<file path="src/rtl/uart_tx_fifo.sv">
// uart_tx_fifo: 8N1-style serial transmitter that drains a FIFO read port.
// One word is popped per frame, then shifted out LSB-first between a start
// bit (0) and a stop bit (1), each bit lasting CLKS_PER_BIT clocks.
module uart_tx_fifo #(
    parameter int unsigned CLKS_PER_BIT = 868,
    parameter int unsigned DBITS        = 8
) (
    input  logic             clk_i,
    input  logic             rst_i,
    input  logic             tx_en,
    input  logic             fifo_empty,
    input  logic [DBITS-1:0] fifo_data,
    output logic             fifo_pop,
    output logic             tx,
    output logic             busy
);

    localparam int unsigned TW = (CLKS_PER_BIT > 1) ? $clog2(CLKS_PER_BIT) : 1;
    localparam int unsigned IW = (DBITS > 1) ? $clog2(DBITS) : 1;

    localparam logic [TW-1:0] T_LAST = TW'(CLKS_PER_BIT - 1);
    localparam logic [IW-1:0] I_LAST = IW'(DBITS - 1);

    localparam logic [1:0] IDLE  = 2'd0;
    localparam logic [1:0] START = 2'd1;
    localparam logic [1:0] DATA  = 2'd2;
    localparam logic [1:0] STOP  = 2'd3;

    logic [1:0]       state_q, state_d;
    logic [TW-1:0]    timer_q, timer_d;
    logic [IW-1:0]    idx_q, idx_d;
    logic [DBITS-1:0] shift_q, shift_d;
    logic             tx_q, tx_d;
    logic             busy_q;
    logic             bit_end_c;
    logic             take_c;

    // Pop is combinational so the FIFO advances on the same edge that captures its head.
    assign fifo_pop = take_c;
    assign tx       = tx_q;
    assign busy     = busy_q;

    // Next-state, timer, shifter and line value.
    always_comb begin
        bit_end_c = (timer_q == T_LAST);
        take_c    = !rst_i && tx_en && !fifo_empty &&
                    ((state_q == IDLE) || ((state_q == STOP) && bit_end_c));

        state_d = state_q;
        timer_d = (state_q == IDLE || bit_end_c) ? '0 : timer_q + 1'b1;
        idx_d   = idx_q;
        shift_d = shift_q;
        tx_d    = tx_q;

        case (state_q)
            IDLE: begin
                tx_d = 1'b1;
            end
            START: begin
                if (bit_end_c) begin
                    idx_d   = '0;
                    tx_d    = shift_q[0];
                    state_d = DATA;
                end
            end
            DATA: begin
                if (bit_end_c) begin
                    if (idx_q == I_LAST) begin
                        tx_d    = 1'b1;
                        state_d = STOP;
                    end else begin
                        shift_d = shift_q >> 1;
                        tx_d    = shift_q[1];
                        idx_d   = idx_q + 1'b1;
                    end
                end
            end
            STOP: begin
                if (bit_end_c) begin
                    tx_d    = 1'b1;
                    state_d = IDLE;
                end
            end
            default: begin
                tx_d    = 1'b1;
                state_d = IDLE;
            end
        endcase

        // A take (from IDLE or the last stop cycle) always launches a new frame.
        if (take_c) begin
            shift_d = fifo_data;
            state_d = START;
            timer_d = '0;
            tx_d    = 1'b0;
        end
    end

    // State and datapath registers; reset forces the line idle at once.
    always_ff @(posedge clk_i or posedge rst_i) begin
        if (rst_i) begin
            state_q <= IDLE;
            timer_q <= '0;
            idx_q   <= '0;
            shift_q <= '0;
            tx_q    <= 1'b1;
            busy_q  <= 1'b0;
        end else begin
            state_q <= state_d;
            timer_q <= timer_d;
            idx_q   <= idx_d;
            shift_q <= shift_d;
            tx_q    <= tx_d;
            busy_q  <= (state_d != IDLE);
        end
    end

endmodule
</file>
<file path="config.mk">
export PLATFORM = sky130hd
export DESIGN_NAME = uart_tx_fifo
export DESIGN_NICKNAME = d
export VERILOG_FILES = /design/src/rtl/uart_tx_fifo.sv
export SDC_FILE = /design/constraint.sdc
export NUM_CORES = 1
export LEC_CHECK = 0
export ABC_AREA = 1
export ABC_CLOCK_PERIOD_IN_PS = 2500
export CORE_ASPECT_RATIO = 0.9
export CORE_MARGIN = 5
export CORE_UTILIZATION = 40
export DETAILED_ROUTE_END_ITERATION = 8
export SYNTH_ARGS = -nofsm -noshare
export SYNTH_HDL_FRONTEND = slang
export SYNTH_SLANG_ARGS = --single-unit
export TNS_END_PERCENT = 100
</file>
<file path="constraint.sdc">
create_clock -name clk_i -period 2.5 [get_ports clk_i]
set_input_delay 0.5 -clock clk_i [delete_from_list [all_inputs] [get_ports clk_i]]
set_output_delay 0.5 -clock clk_i [all_outputs]
set_load 0.02 [all_outputs]
</file>
* Word level (Yosys, flattened, before mapping)
Cells that the tools add are included.
Word-level totals: register bits after elaboration 25, bits of input ports 12, word-level logic and storage cells 58
Cells by class: muxes and demuxes 22, equal/unequal tests 12, add/sub/neg operators 2, reduce and logical (&&, ||, !) cells 16
Operator list (count):
- 2-to-1 mux 8 bit | 4
- 2-to-1 mux 10 bit | 2
- adder 10 x 1 -> 10 bit (second input constant) | 1
- equality test 10 bit (second input constant) | 1
- 2-to-1 mux 2 bit | 5
- 2-to-1 mux 3 bit | 3
- != test 3 bit (second input constant) | 3
- != test 2 bit (second input constant) | 4
- nonzero test 2 bit | 4
- case mux 2 bit (3 select lines) | 1
- case mux 3 bit (2 select lines) | 1
- AND reduction 3 bit | 2
- 2-to-1 mux 1 bit | 5
- equality test 2 bit (second input constant) | 2
- logical AND 1 bit | 4
- case mux 1 bit (4 select lines) | 1
- AND reduction 4 bit | 1
- adder 3 x 1 -> 3 bit (second input constant) | 1
- equality test 3 bit (second input constant) | 1
- equality test 2 x 1 -> 1 bit (second input constant) | 1
- zero test 1 bit | 2
- zero test 2 bit | 1
- logical OR 1 bit | 2

* Logic depth before layout (Yosys ltp)
Gate-level depths: netlist of run 1.
depth in word-level cells 6, depth in mapped cells 10, mapped depth without buffers 9

* Least setup slack after synthesis of run 1
OpenSTA, ideal clock, no wires.
path type input to output, from input port rst_i, to output port fifo_pop, slack 0.334 ns, buffers on the path 1, cell stages on the path 4, arrival time 1.666 ns, data required time 2.000 ns, path through inv_1 > o211ai_1 > a21oi_4 > buf_6
On the way: cells in the longest elaborated chain, start to end 4
RTL lines:
- from (decl) | RTL line 9 | input logic rst_i,
- zero test 1 bit (no line)
- logical AND 1 bit (3 in a row) | RTL line 46 | take_c = !rst_i && tx_en && !fifo_empty &&
- to (decl) | RTL line 13 | output logic fifo_pop,
No other way between the ends.

* Final worst setup path of run 1
from input port tx_en, to output port fifo_pop
On the way: cells in the longest elaborated chain, start to end 3
RTL lines:
- from (decl) | RTL line 10 | input logic tx_en,
- logical AND 1 bit (3 in a row) | RTL line 46
No other way between the ends.

==> results.txt, run 1 <==
IR analysis of the VDD net gives a maximum drop of 0.0003145 V. The floorplan step defined a core boundary enclosing 3679 um^2. The arrival time of data at the critical path endpoint is 1.82 ns. The portion of synthesized cell area occupied by the leading cell type is 39.90%. The stage delay of the slowest cell on the critical path is 0.45 ns. In this run the power spent charging and discharging nets is 448.7 uW.

The count of distinct cell types in the synthesized netlist is 24. The cell count after synthesis came out at 192. The area of the die is 5091 um^2.

The number of nets still failing antenna checks after routing came out at 0. The CTS tree is built. Entering global routing, the biggest net connects 26 pins. Of the total power, the clock network draws 19.7%. Clock-pin slew was measured on the worst setup and hold paths at 0.09 ns.

After global routing the overflow that remains totals 0. Combinational logic burns 34.4% of the power. When the netlist entered floorplanning its net count stood at 212. The number of hold violations in the final report came to 0. The worst hold slack is 0.5079 ns. After synthesis the netlist holds a flip-flop and latch count of 25. Buffers inserted during clock tree synthesis total 3. The max-capacitance violation count is 0. At the end of routability-driven placement, the weighted congestion stood at 0.9125. Across every metal layer, demand over resource in global routing totals 14.48%. The number of buffers inserted by port buffering came out at 14. The clock net in this run drives a total of 25 sinks. The largest individual stage delay along the critical path comes from the cell sky130_fd_sc_hd__clkdlybuf4s50_1.

The signal on the critical path passes through clkdlybuf4s50_1, inv_1, nor2_1, o211ai_1, a21oi_4, dlygate4sd2_1. The worst clock skew came out at 0.001682 ns. The initial antenna violation count came out at 0. The routed wire length is 3.093 mm.

The number of cell rows is 21. Together, buffers and inverters on the worst path number 3. The category of cells accounting for the largest share of critical-path delay is buffers and inverters. The required time at the worst-slack endpoint came out at 2.00 ns.

The area overhead of the layout relative to synthesis is 15.29%. The flow ran to the end, and the final reports show no timing, DRC or antenna violations. The count of final max-slew check failures came out at 0. The half-perimeter wire length of the detailed placement result came out at 2.310 mm. The number of DRC violations after detailed-routing iteration 0 came out at 102. The share of cells above drive strength 1 is 11.00%. The largest area contributor in the netlist is sky130_fd_sc_hd__dfrtp_1. The deepest level of the CTS H-tree is 1. The wire length of the first global-routing pass is 5.609 mm. Before antenna repair, the detailed router went through 4 iterations. For the pin with the worst max-slew slack, the measured transition is 0.5627 ns. The number of cells in the design after placement came out at 251. The total negative slack for setup checks came out at 0 ns. Ranked by total cell area, the synthesized netlist is headed by sky130_fd_sc_hd__dfrtp_1, sky130_fd_sc_hd__nand2_1, sky130_fd_sc_hd__inv_1, sky130_fd_sc_hd__ha_1, sky130_fd_sc_hd__nand3_1. The leakage dissipation came out at 0.8674 nW. Clock tree synthesis selected as its root buffer the cell sky130_fd_sc_hd__clkbuf_8. The overall power of the completed layout is 1.239 mW. The vias per cell is 4.796.

The number of warnings issued by yosys came out at 0. The utilization after layout came out at 47.18%. The via count of the first global-routing pass was 1236.

The latest clock arrival within the worst-skew pair came out at 0.27 ns. The number of antenna diodes in the final layout is 0. The leading register cell type out of synthesis is sky130_fd_sc_hd__dfrtp_1. Cell internal power was estimated by the tool at 789.9 uW.

The time the final worst path needs with I/O delays and setup is 2.316 ns. The worst hold path class is register to register. In this run the worst path has a maximum fanout of 2. For this run, asynchronously set or reset flops after synthesis account for 100.0%. The cell area power density came out at 713.7 nW/um^2. The final cell count without fillers came out at 255. The final routed wire length divided by cell count came out at 12.13 um. The starting density of the core came out at 40.92%. The worst setup path is launched from an input pin. The worst setup path is of the input pin to output port kind. The clock passes through at most 2 buffers. The worst setup path is captured at an output port. The relative max-transition margin came out at 62.35%. The highest attainable clock frequency is 431.7 MHz. By count the netlist is led by sky130_fd_sc_hd__nand2_1, sky130_fd_sc_hd__inv_1, sky130_fd_sc_hd__dfrtp_1. The layout net count is 230. The area of the mapped netlist is 1505 um^2.

The switching part of the total is 36.23%. The per-instance average area after synthesis came out at 7.840 um^2. The final-report setup violation count came out at 0. The height of the chip is 68.20 um. The most instantiated library cell after synthesis is sky130_fd_sc_hd__nand2_1. The remaining design rule violation count came out at 0.

The number of primary I/O pins came out at 15. The via count is 1223. The buffers inserted during post-CTS setup optimization came out at 0.

Setup repair after global routing left no endpoint under its margin. Dividing the final minimum period by the clock period gives 92.65%. The overall die width is 74.66 um.

The number of enable-type register cells in the synthesized netlist came out at 0. The proportion of synthesized chip area in sequential cells is 41.65%. In this run, flip-flops and latches consume 45.9% of the power.
## cell type report
class,count,area (um^2)
clock buffers,3,41.29
flip-flops and latches,25,626.9
multi-input cells,127,711.9
repair buffers,16,153.9
inverters,37,138.9
clock inverters,1,5.005
well taps,46,57.56
fillers,386,1943
## flip-flops by register name (all words and copies together) (netlist names)
name,cells
busy,1
idx_q,3
shift_q,8
state_q,2
timer_q,10
tx,1
## worst register-to-register path, cell delays in order, from the launching register on
cell	delay, ns
sky130_fd_sc_hd__dfrtp_1	0.41
sky130_fd_sc_hd__inv_1	0.15
sky130_fd_sc_hd__ha_1	0.27
sky130_fd_sc_hd__inv_1	0.11
sky130_fd_sc_hd__nor2_4	0.20
sky130_fd_sc_hd__nand4_1	0.40
sky130_fd_sc_hd__nand2_1	0.18
sky130_fd_sc_hd__nand3_1	0.10
sky130_fd_sc_hd__nand2_1	0.07
sky130_fd_sc_hd__inv_1	0.03
## power groups by stage
stage                     logic [mW]  registers, mW  clock network (mW)
final                          0.425          0.569               0.244
after global routing           0.497          0.584               0.270
after CTS                      0.429          0.569               0.254
after detailed placement       0.427          0.578                   0
after global placement         0.416          0.573                   0
after floorplan                0.299          0.583                   0
## final timing paths
kind / startpoint / end / slack (ns) / depth (start not counted)
min in group asynchronous: rst_i / shift_q[1] / 0.64 / 3
worst min register to register: idx_q[1] / idx_q[1] / 0.51 / 2
worst min-delay path: idx_q[1] / idx_q[1] / 0.51 / 2
worst max register to register: state_q[0] / shift_q[6] / 0.50 / 9
worst max-delay path: tx_en / fifo_pop / 0.18 / 6
max in group asynchronous: rst_i / tx / 1.57 / 3
## placed cells by master, fill, tap and decap left out, drive strengths merged
cell,count
nor2,17
buf,2
nand2,51
clkdlybuf4s50,13
nor3b,2
clkbuf,3
nor4,1
dfrtp,24
a21oi,7
xor2,1
o211ai,1
clkinv,1
nand3,15
nand4,10
nor3,7
dlygate4sd2,1
o21ai,6
inv,37
dfstp,1
xnor2,1
ha,8
## metal layers
layer | vias to the layer above | global-route usage (%) | part of all wire, %
li1 | 642 | - | -
met1 | 538 | 20.82 | 51
met2 | 33 | 21.27 | 42
met3 | 10 | 2.203 | 4.1
met4 | 0 | 6.667 | 2.8
met5 | - | 0 | 0
## cells by family (layout without fill, tap and decap cells)
kind of cell	Yosys count	after routing	synth area share [%]
adders and majority gates	8	8	6.650
xor gates and xnor gates	2	2	1.164
buffers and inverters	40	57	11.06
AOI/OAI and AO/OA	14	14	5.570
DFF	25	25	41.65
and+or+nand+nor	103	103	33.92
## through the flow
step                instance area, um^2  setup WS, ns
floorplan                          1505        0.3340
global placement                   1690       -0.1025
detailed placement                 1690       -0.1004
CTS                                1735        0.1660
global route                       1735       0.07206
finish                             1735        0.1838
## repair_timing
item                                   CTS  global route
setup endpoints to repair                1             0
gates resized for setup                  1             0
hold buffers                             0             0
endpoints found under the hold margin    0             0
Note: power is estimated with default switching activity, not from simulation.
==> inputs of run 2 (changes only) <==
--- a/config.mk
+++ b/config.mk
@@ -14,4 +14,4 @@
 export SYNTH_ARGS = -nofsm -noshare
 export SYNTH_HDL_FRONTEND = slang
 export SYNTH_SLANG_ARGS = --single-unit
-export TNS_END_PERCENT = 100
+export TNS_END_PERCENT = 5
==> results of run 2 <==
The final DEF is identical to that of run 1; final timing and power are the same.
